### src/rtl/packet_unpadding.sv
// packet_unpadding
//   Inverse of the SHA-1 padding/alignment stage. Consumes padded 512-bit
//   blocks (message || 0x80 || zeros || 64-bit big-endian bit length), strips
//   the padding and emits the original message as an AXI-stream with per-byte
//   keep. One block is held back because the final message beat is only known
//   once the length field in the last block arrives.
//
//   Parameters:
//     BLK_CNT_W     width of the per-packet block counter (saturates at all ones)
//
//   Ports:
//     clk, reset_n  clock, asynchronous active-low reset
//     o_tready_in   input ready (low during FLUSH_A / FLUSH_B)
//     i_tvalid_in   input block valid
//     i_tdata_in    padded block, byte 0 at [511:504]
//     i_tlast_in    final block of padded packet
//     i_tready_out  output ready
//     o_tvalid_out  output beat valid
//     o_tdata_out   message bytes, MSB-justified
//     o_tkeep_out   keep[i] qualifies data[8i+7:8i]; valid bytes are the top bits
//     o_tlast_out   final message beat
//     o_tuser_err   packet-format error, meaningful on the o_tlast_out beat only
//
//   Build option:
//     PAD_CHECK_EN  when defined, the 0x80 marker and zero fill are also
//                   verified on the final decode; errors otherwise come only
//                   from length alignment and block count.

module packet_unpadding #(
    parameter int unsigned BLK_CNT_W = 16
) (
    input  logic         clk,
    input  logic         reset_n,
    output logic         o_tready_in,
    input  logic         i_tvalid_in,
    input  logic [511:0] i_tdata_in,
    input  logic         i_tlast_in,
    input  logic         i_tready_out,
    output logic         o_tvalid_out,
    output logic [511:0] o_tdata_out,
    output logic [63:0]  o_tkeep_out,
    output logic         o_tlast_out,
    output logic         o_tuser_err
);

    typedef enum logic [1:0] {
        FILL    = 2'd0,
        STREAM  = 2'd1,
        FLUSH_A = 2'd2,
        FLUSH_B = 2'd3
    } state_t;

    state_t                 state_q, state_d;
    logic [511:0]           hold_q, hold_d;
    logic [511:0]           lastblk_q, lastblk_d;
    logic [BLK_CNT_W-1:0]   cnt_q, cnt_d;
    logic [5:0]             r_q, r_d;
    logic                   err_q, err_d;

    logic                   tvalid_q, tvalid_d;
    logic [511:0]           tdata_q, tdata_d;
    logic [63:0]            tkeep_q, tkeep_d;
    logic                   tlast_q, tlast_d;
    logic                   tuser_err_q, tuser_err_d;

    logic                   slot_free;
    logic                   ready_in;
    logic                   accept;
    logic [BLK_CNT_W-1:0]   cnt_inc;
    logic [BLK_CNT_W-1:0]   dec_cnt;
    logic [63:0]            dec_bl;
    logic [5:0]             dec_r;
    logic [63:0]            dec_n;
    logic                   dec_err;
    logic                   pad_err;
    logic [63:0]            keep_topr;

`ifdef PAD_CHECK_EN
    // Marker lands in the held block when r >= 56 (length field needs its own
    // block), otherwise in the last block at offset r.
    function automatic logic pad_bad(input logic [511:0] hld,
                                     input logic [511:0] blk,
                                     input logic [5:0]   r);
        logic bad;
        logic [7:0] hb;
        logic [7:0] bb;
        bad = 1'b0;
        for (int unsigned i = 0; i < 64; i++) begin
            hb = hld[511 - 8*i -: 8];
            bb = blk[511 - 8*i -: 8];
            if (r >= 6'd56) begin
                if (i == 32'(r) && hb != 8'h80) bad = 1'b1;
                if (i > 32'(r) && hb != 8'h00)  bad = 1'b1;
                if (i < 56 && bb != 8'h00)      bad = 1'b1;
            end else begin
                if (i == 32'(r) && bb != 8'h80)          bad = 1'b1;
                if (i > 32'(r) && i < 56 && bb != 8'h00) bad = 1'b1;
            end
        end
        return bad;
    endfunction
`endif

    always_comb begin
        slot_free = !tvalid_q || i_tready_out;
        ready_in  = ((state_q == FILL) || (state_q == STREAM)) && slot_free;
        accept    = i_tvalid_in && ready_in;

        cnt_inc   = (&cnt_q) ? cnt_q : cnt_q + BLK_CNT_W'(1);
        dec_cnt   = (state_q == FILL) ? BLK_CNT_W'(1) : cnt_inc;
        dec_bl    = i_tdata_in[63:0];
        dec_r     = i_tdata_in[8:3];
        dec_n     = ({3'b000, dec_bl[63:3]} + 64'd72) >> 6;
`ifdef PAD_CHECK_EN
        pad_err   = pad_bad(hold_q, i_tdata_in, dec_r);
`else
        pad_err   = 1'b0;
`endif
        // A saturated counter can no longer represent the true block count.
        dec_err   = (|dec_bl[2:0]) || (&dec_cnt) ||
                    (64'(dec_cnt) != dec_n) || pad_err;

        keep_topr = ~(64'hFFFF_FFFF_FFFF_FFFF >> r_q);
    end

    always_comb begin
        state_d     = state_q;
        hold_d      = hold_q;
        lastblk_d   = lastblk_q;
        cnt_d       = cnt_q;
        r_d         = r_q;
        err_d       = err_q;

        tvalid_d    = tvalid_q && !i_tready_out;
        tdata_d     = tdata_q;
        tkeep_d     = tkeep_q;
        tlast_d     = tlast_q;
        tuser_err_d = tuser_err_q;

        unique case (state_q)
            FILL: begin
                if (accept) begin
                    cnt_d = BLK_CNT_W'(1);
                    if (!i_tlast_in) begin
                        hold_d  = i_tdata_in;
                        state_d = STREAM;
                    end else begin
                        lastblk_d = i_tdata_in;
                        r_d       = dec_r;
                        err_d     = dec_err;
                        state_d   = FLUSH_B;
                    end
                end
            end

            STREAM: begin
                if (accept) begin
                    cnt_d = cnt_inc;
                    if (!i_tlast_in) begin
                        tvalid_d    = 1'b1;
                        tdata_d     = hold_q;
                        tkeep_d     = '1;
                        tlast_d     = 1'b0;
                        tuser_err_d = 1'b0;
                        hold_d      = i_tdata_in;
                    end else begin
                        lastblk_d = i_tdata_in;
                        r_d       = dec_r;
                        err_d     = dec_err;
                        state_d   = FLUSH_A;
                    end
                end
            end

            FLUSH_A: begin
                if (slot_free) begin
                    tvalid_d = 1'b1;
                    tdata_d  = hold_q;
                    if (r_q == 6'd0) begin
                        tkeep_d     = '1;
                        tlast_d     = 1'b1;
                        tuser_err_d = err_q;
                        state_d     = FILL;
                    end else if (r_q >= 6'd56) begin
                        // Last block carries only padding and is dropped.
                        tkeep_d     = keep_topr;
                        tlast_d     = 1'b1;
                        tuser_err_d = err_q;
                        state_d     = FILL;
                    end else begin
                        tkeep_d     = '1;
                        tlast_d     = 1'b0;
                        tuser_err_d = 1'b0;
                        state_d     = FLUSH_B;
                    end
                end
            end

            FLUSH_B: begin
                if (slot_free) begin
                    tvalid_d    = 1'b1;
                    tdata_d     = lastblk_q;
                    tkeep_d     = keep_topr;
                    tlast_d     = 1'b1;
                    tuser_err_d = err_q;
                    state_d     = FILL;
                end
            end

            default: state_d = FILL;
        endcase
    end

    always_ff @(posedge clk or negedge reset_n) begin
        if (!reset_n) begin
            state_q     <= FILL;
            hold_q      <= '0;
            lastblk_q   <= '0;
            cnt_q       <= '0;
            r_q         <= '0;
            err_q       <= 1'b0;
            tvalid_q    <= 1'b0;
            tdata_q     <= '0;
            tkeep_q     <= '0;
            tlast_q     <= 1'b0;
            tuser_err_q <= 1'b0;
        end else begin
            state_q     <= state_d;
            hold_q      <= hold_d;
            lastblk_q   <= lastblk_d;
            cnt_q       <= cnt_d;
            r_q         <= r_d;
            err_q       <= err_d;
            tvalid_q    <= tvalid_d;
            tdata_q     <= tdata_d;
            tkeep_q     <= tkeep_d;
            tlast_q     <= tlast_d;
            tuser_err_q <= tuser_err_d;
        end
    end

    assign o_tready_in  = ready_in;
    assign o_tvalid_out = tvalid_q;
    assign o_tdata_out  = tdata_q;
    assign o_tkeep_out  = tkeep_q;
    assign o_tlast_out  = tlast_q;
    assign o_tuser_err  = tuser_err_q;

endmodule
### config.mk
export PLATFORM = sky130hd
export DESIGN_NAME = packet_unpadding
export DESIGN_NICKNAME = d
export VERILOG_FILES = /design/src/rtl/packet_unpadding.sv
export SDC_FILE = /design/constraint.sdc
export NUM_CORES = 2
export LEC_CHECK = 0
export BUFFER_PORTS_ARGS = -buffer_cell sky130_fd_sc_hd__buf_4
export CAP_MARGIN = 20
export CORE_AREA = 2 2 433 435
export DETAILED_ROUTE_END_ITERATION = 7
export DIE_AREA = 0 0 435 437
export MAX_ROUTING_LAYER = met4
export PLACE_DENSITY = 0.54
export SYNTH_ARGS = -nofsm -noshare
export SYNTH_HDL_FRONTEND = slang
export SYNTH_SLANG_ARGS = --single-unit
export TNS_END_PERCENT = 20
### constraint.sdc
create_clock -name clk -period 5.65 [get_ports clk]
set_input_delay 0.2825 -clock clk [delete_from_list [all_inputs] [get_ports clk]]
set_output_delay 0.2825 -clock clk [all_outputs]
set_load 0.005 [all_outputs]
Word level (Yosys, flattened, before mapping)
Cells that the tools add are included.

operators by class
  add/sub/neg operators = 2
  order comparisons = 1
  eq/ne operators = 10
  shift operators = 1
  muxes and demuxes = 42
  bitwise operators = 2
  reduce and logical (&&, ||, !) cells = 23

operator list
  operator                 number
  $mux W512                4
  $pmux W512 S3            1
  $mux W64                 6
  $pmux W64 S3             1
  $mux W16                 4
  $not A64 Y64             1
  $shr A64 B6 Y64 const A  1
  $add A61 B7 Y62 const B  1
  $ne A16 B56 Y1           1
  $pmux W16 S2             1
  $reduce_and A16 Y1       2
  $add A16 B1 Y16 const B  1
  $mux W2                  8
  $mux W1                  13
  $ne A2 B2 Y1 const B     6
  $reduce_and A5 Y1        2
  $reduce_and A3 Y1        3
  $pmux W2 S4              1
  $ge A6 B6 Y1 const B     1
  $logic_not A6 Y1         1
  $pmux W1 S3              2
  $eq A2 B2 Y1 const B     2
  $logic_or A1 B1 Y1       4
  $reduce_or A2 Y1         2
  9 further kinds          12

word-level totals
  flip-flop bits (word level) = 1628
  output and inout bits = 580
  logic and storage cells = 92

Longest topological paths before layout
  depth in word-level cells = 6
  mapped depth = 13

Worst setup path before layout
Ideal clock, no wire load.

  path kind = register -> register
  from = register cnt_q[1]
  to = register err_q
  data arrival time = 2.905 ns
  data required time = 5.513 ns
  slack = 2.608 ns
  cell stages (with the launch flop) = 13
  buffers on the path = 2
  cells stage by stage = dfrtp_1 > ha_1 > buf_2 > and4_1 > and4_4 > buf_6 > or3_1 > a21oi_1 > xnor2_2 > or3b_1 > mux2_1 > nor4_1 > a32oi_1

between the ends
  longest elaborated chain between the ends = 6

RTL lines
  element                                                       RTL line  RTL
  from (decl)                                                   56        logic [BLK_CNT_W-1:0] cnt_q, cnt_d;
  from (signal assigned)                                        231       cnt_q <= cnt_d;
  $add A16 B1 Y16 / $reduce_and A16 Y1 (equally long branches)  109       cnt_inc = (&cnt_q) ? cnt_q : cnt_q + BLK_CNT_W'(1);
  $mux W16 (*)                                                  109
  $mux W16 (*)                                                  110       dec_cnt = (state_q == FILL) ? BLK_CNT_W'(1) : cnt_inc;
  branches (longest 2 deep; another with $ne A16 B56 Y1)        n/a
  $logic_or A1 B1 Y1 (*)                                        120       dec_err = (|dec_bl[2:0]) || (&dec_cnt) ||
  to (signal assigned)                                          233       err_q <= err_d;
  to (decl)                                                     58        logic err_q, err_d;

Mark *: on every way between the ends.
A chain may end at the register's enable or synchronous reset.

Final worst setup path
  from = register state_q[1]
  to = register err_q

between the ends
  longest elaborated chain between the ends = 5

RTL lines
  element                                                 RTL line  RTL
  from (decl)                                             53        state_t state_q, state_d;
  from (signal assigned)                                  228       state_q <= state_d;
  branches (longest 5 deep; another with $ne A16 B56 Y1)  n/a

Parallel ways; which one is timed is not known.

==> run summary <==
The run finished with clean final reports. By area the synthesized netlist is led by sky130_fd_sc_hd__dfrtp_1 (61%), sky130_fd_sc_hd__mux2_2 (17%), sky130_fd_sc_hd__nand2_1 (6.5%). The tools report the final estimated routing congestion in global placement as 0.8789.

In this run the remaining antenna-violating nets after routing total 0. In this run the power density over the cells is 575.6 nW/um^2. Relative to the synthesized area, the layout overhead comes to 33.18%. The clock transition at the registers of the reported paths is 60 ps. The share of synthesized registers carrying an async set or reset is 1.000. The root buffer cell chosen for the clock tree is sky130_fd_sc_hd__clkbuf_16. The data arrival time of the critical path is 4680 ps, and the number of register bits inferred by synthesis is 1622. Buffer levels on the longest clock path: 3.

The overall die area was 190100 um^2. The filler cell count was 17130. The run gives 145200 um as the HPWL reported at the end of detailed placement.

In the synthesized netlist the dominant register cell turns out to be sky130_fd_sc_hd__dfrtp_1. The run gives 0 as the total grt overflow. The worst hold path belongs to the class in2async. For this run, the number of Yosys warnings is 0. The library cell with the largest summed area after synthesis is sky130_fd_sc_hd__dfrtp_1. The via count normalized by instance count works out to 4.999. The logs give 6224 for the number of nets in the synthesized netlist and 0 for the quantity of gates resized following cts. The logs give 0 for the number of hold violations in the final report and 214800 um for the total routed wirelength.

The cell area that synthesis handed to floorplanning was 66190 um^2. Detailed routing inserted a total of 49040 vias. Buffers inserted during clock tree synthesis total 179. Setup repair after global routing left no endpoint under its margin. The top fanout value on the critical path was 28; the first-pass GRT wire length was 323600 um. The instance count of the mapped netlist is 5706. Input and output buffers added on the ports amount to 1096. The synthesized design contains 0 enable-type register cells.

The tools report the maximum clock skew at final layout as 32.26 ps. The share of the synthesized area in the top cell type works out to 0.6132. For the finished layout, the period the worst path requires is 4007 ps. On the critical path the largest part of the delay comes from simple AND/OR/NAND/NOR gates. Area taken by flip-flops and latches: 40590 um^2. Entering global routing, the biggest net connects 193 pins.

Relative slew slack: 0.05671. The category of the worst setup path capture point is a register. Number of antenna violations at the first check in global routing: 31. Number of max-capacitance violations reported: 0.

The filler-free cell count of the finished design is 9810. Setup violations remaining at the end of the flow were counted as 0. Walking the worst path, the cells encountered are and3b_1 > nand2_4 > nor4_1 > o21ai_0 > nor4_1 > o2111ai_1 > nor4_2 > a32oi_1. Derived from the worst setup path, the maximum achievable clock frequency is 249.6 MHz.

Setup total negative slack on the finished layout was measured at 0 ps. The share of the yosys chip area belonging to registers was 0.6132; the iteration count of the initial detailed-routing pass was 6. The tools report the count of pins on the block boundary as 1097. STA classifies the critical path startpoint as a register. For this design, the sink count on the clock tree is 1622. Synthesis instantiated 74 different standard cells from the library.

The largest single stage delay on the critical path is 840 ps. The floorplan die height is 437 um, and the detailed-route wire length per cell is 21.90 um. After floorplanning, the core was sized to cover 185000 um^2. The number of DRC markers after the initial detailed-route iteration came out at 3029. The dominant cell type by count on the critical path was sky130_fd_sc_hd__nor4_1.

The setup check on the worst reg-to-reg path leaves a slack of 1640 ps. The run gives 49860 as the via count of the first global-routing pass. By instance count, the leading cell after synthesis is sky130_fd_sc_hd__dfrtp_1. For this run, the post-layout net count is 7687. The required time of the worst setup path was 6320 ps. In this run the horizontal extent of the chip is 435 um. The tools report the post-CTS setup-driven buffer insertion count as 0. The transition time at the pin with the least slew margin is 1415 ps, and the global router's overall resource usage is 0.2289. For the H-tree depth, the log shows 4. For this design, the slowest cell found on the critical path is sky130_fd_sc_hd__nor4_1.

Share of post-route cells with drive strength above 1: 0.3408. The logs give 840 ps for the later-pin clock latency in the skew report and 8953 for the number of instances in the placed design. The critical path in this run is classified as reg2reg. The portion of the clock cycle consumed by the worst path in the final layout is 0.7092.

TritonCTS built the clock tree. The run gives 0.03856 uW as the static leakage. Sorting the synthesized cells by how often they occur yields sky130_fd_sc_hd__dfrtp_1 (1622), sky130_fd_sc_hd__nand2_1 (1144), sky130_fd_sc_hd__mux2_2 (1023). The tools report the number of rows created at floorplan as 158. The effective utilization at floorplan came out at 0.3577.

The final number of max-transition violations is 0, and the multi-input gate area in the final layout is 24050 um^2. Across the VDD grid, the largest voltage drop is 0.3252 mV. Averaged over all synthesized cells, the footprint is 11.60 um^2.

In the routed design, unresolved DRC markers number 0. Combined buffer and inverter count along the critical path: 0.
-- metrics by stage --
stage / power [uW] / utilization / hold WS (ps) / instance area (um^2) / worst slack (ps)
floorplan: 30340 / - / -13.09 / 66190 / 2608
global placement: 38520 / 0.4160 / 293.0 / 76980 / 1433
global route: 54050 / 0.4764 / 48.27 / 88150 / 1343
finish: 50740 / 0.4764 / 22.10 / 88160 / 1643
detailed placement: 39040 / 0.4160 / 291.6 / 76980 / 1436
CTS: 51350 / 0.4760 / 24.57 / 88080 / 1450
-- per-layer routing --
layer	vias up	share of wire	track usage
li1	22640	-	-
met1	24830	0.41	0.2757
met2	1193	0.49	0.3681
met3	374	0.057	0.05303
met4	0	0.046	0.09845
met5	-	0	-
-- sequential cells by signal, summed over array words and instances (netlist names) --
| register | cells |
|---|---|
| o_tvalid_out | 1 |
| state_q | 2 |
| cnt_q | 16 |
| hold_q | 512 |
| o_tuser_err | 1 |
| o_tlast_out | 1 |
| err_q | 1 |
| o_tdata_out | 512 |
| lastblk_q | 512 |
| o_tkeep_out | 64 |
-- worst register-to-register path, delay by kind of cell (launching register included) --
family / cells / cell delay, ps
DFF: 1 / 590
AOI/OAI and AO/OA: 3 / 670
and+or+nand+nor: 5 / 2610
-- placed cells by master (no fill, tap or decap), types with 5 or more instances in the layout --
cell type                       instances
sky130_fd_sc_hd__nand3_1               31
sky130_fd_sc_hd__mux2_2              1023
sky130_fd_sc_hd__diode_2               30
sky130_fd_sc_hd__inv_1                  8
sky130_fd_sc_hd__o21ai_0               72
sky130_fd_sc_hd__nor2b_1                7
sky130_fd_sc_hd__a31oi_1              550
sky130_fd_sc_hd__a22o_1                 6
sky130_fd_sc_hd__clkbuf_1              41
sky130_fd_sc_hd__nand4_1               22
sky130_fd_sc_hd__buf_4               1132
sky130_fd_sc_hd__xnor2_1               25
sky130_fd_sc_hd__a21oi_1               29
sky130_fd_sc_hd__or3_1                 11
sky130_fd_sc_hd__xor2_1                23
sky130_fd_sc_hd__clkbuf_8              47
sky130_fd_sc_hd__a211oi_1               5
sky130_fd_sc_hd__nand2_1             1142
sky130_fd_sc_hd__nor4_1                 7
sky130_fd_sc_hd__mux2i_1                5
sky130_fd_sc_hd__dfrtp_1             1621
sky130_fd_sc_hd__nor2_1               587
sky130_fd_sc_hd__o31ai_1                7
sky130_fd_sc_hd__bufinv_16              8
sky130_fd_sc_hd__dlygate4sd3_1        515
sky130_fd_sc_hd__clkinv_2              18
sky130_fd_sc_hd__clkbuf_16            182
sky130_fd_sc_hd__and3_1                11
sky130_fd_sc_hd__and4_1                 8
sky130_fd_sc_hd__buf_12                34
sky130_fd_sc_hd__nor3_1                19
-- cell type report --
| class | count | area share |
|---|---|---|
| Sequential cell | 1622 | 0.4604 |
| Multi-Input combinational cell | 3675 | 0.2728 |
| Timing Repair Buffer | 1682 | 0.1629 |
| Clock buffer | 270 | 0.06075 |
| Tap cell | 2480 | 0.03520 |
| Clock inverter | 42 | 0.006699 |
| Antenna cell | 30 | 0.0008516 |
| Inverter | 9 | 0.0003832 |
-- cell families after synthesis --
| group | share of synthesized area |
|---|---|
| compound gates | 0.06797 |
| buf+inv | 0.02418 |
| simple gates | 0.1124 |
| mux | 0.1755 |
| flops | 0.6132 |
| fa+ha+maj | 0.0001890 |
| xor+xnor | 0.006597 |
-- report_power, final --
| group | internal (uW) | switching (uW) | leakage (uW) |
|---|---|---|---|
| sequential | 17600 | 3320 | 0.0188 |
| clock | 6910 | 4870 | 0.00292 |
| combinational | 8720 | 9360 | 0.0169 |
-- worst paths after layout --
| path | to | depth (start not counted) | from |
|---|---|---|---|
| hold / removal | lastblk_q[172]$_DFFE_PN0P_ | 2 | reset_n |
| setup reg to reg | err_q$_DFFE_PN0P_ | 8 | state_q[1]$_DFFE_PN0P_ |
| setup / recovery | err_q$_DFFE_PN0P_ | 8 | state_q[1]$_DFFE_PN0P_ |
| max in group asynchronous | hold_q[241]$_DFFE_PN0P_ | 4 | reset_n |
| min in group clk | state_q[1]$_DFFE_PN0P_ | 5 | i_tready_out |
| hold reg to reg | o_tkeep_out[54]$_DFFE_PN0P_ | 2 | o_tkeep_out[54]$_DFFE_PN0P_ |
-- timing repair --
action,CTS,global route
hold buffers,515,0
hold endpoints to repair,1166,0
endpoints found under the setup margin,0,0
Note: power is estimated with default switching activity, not from simulation.
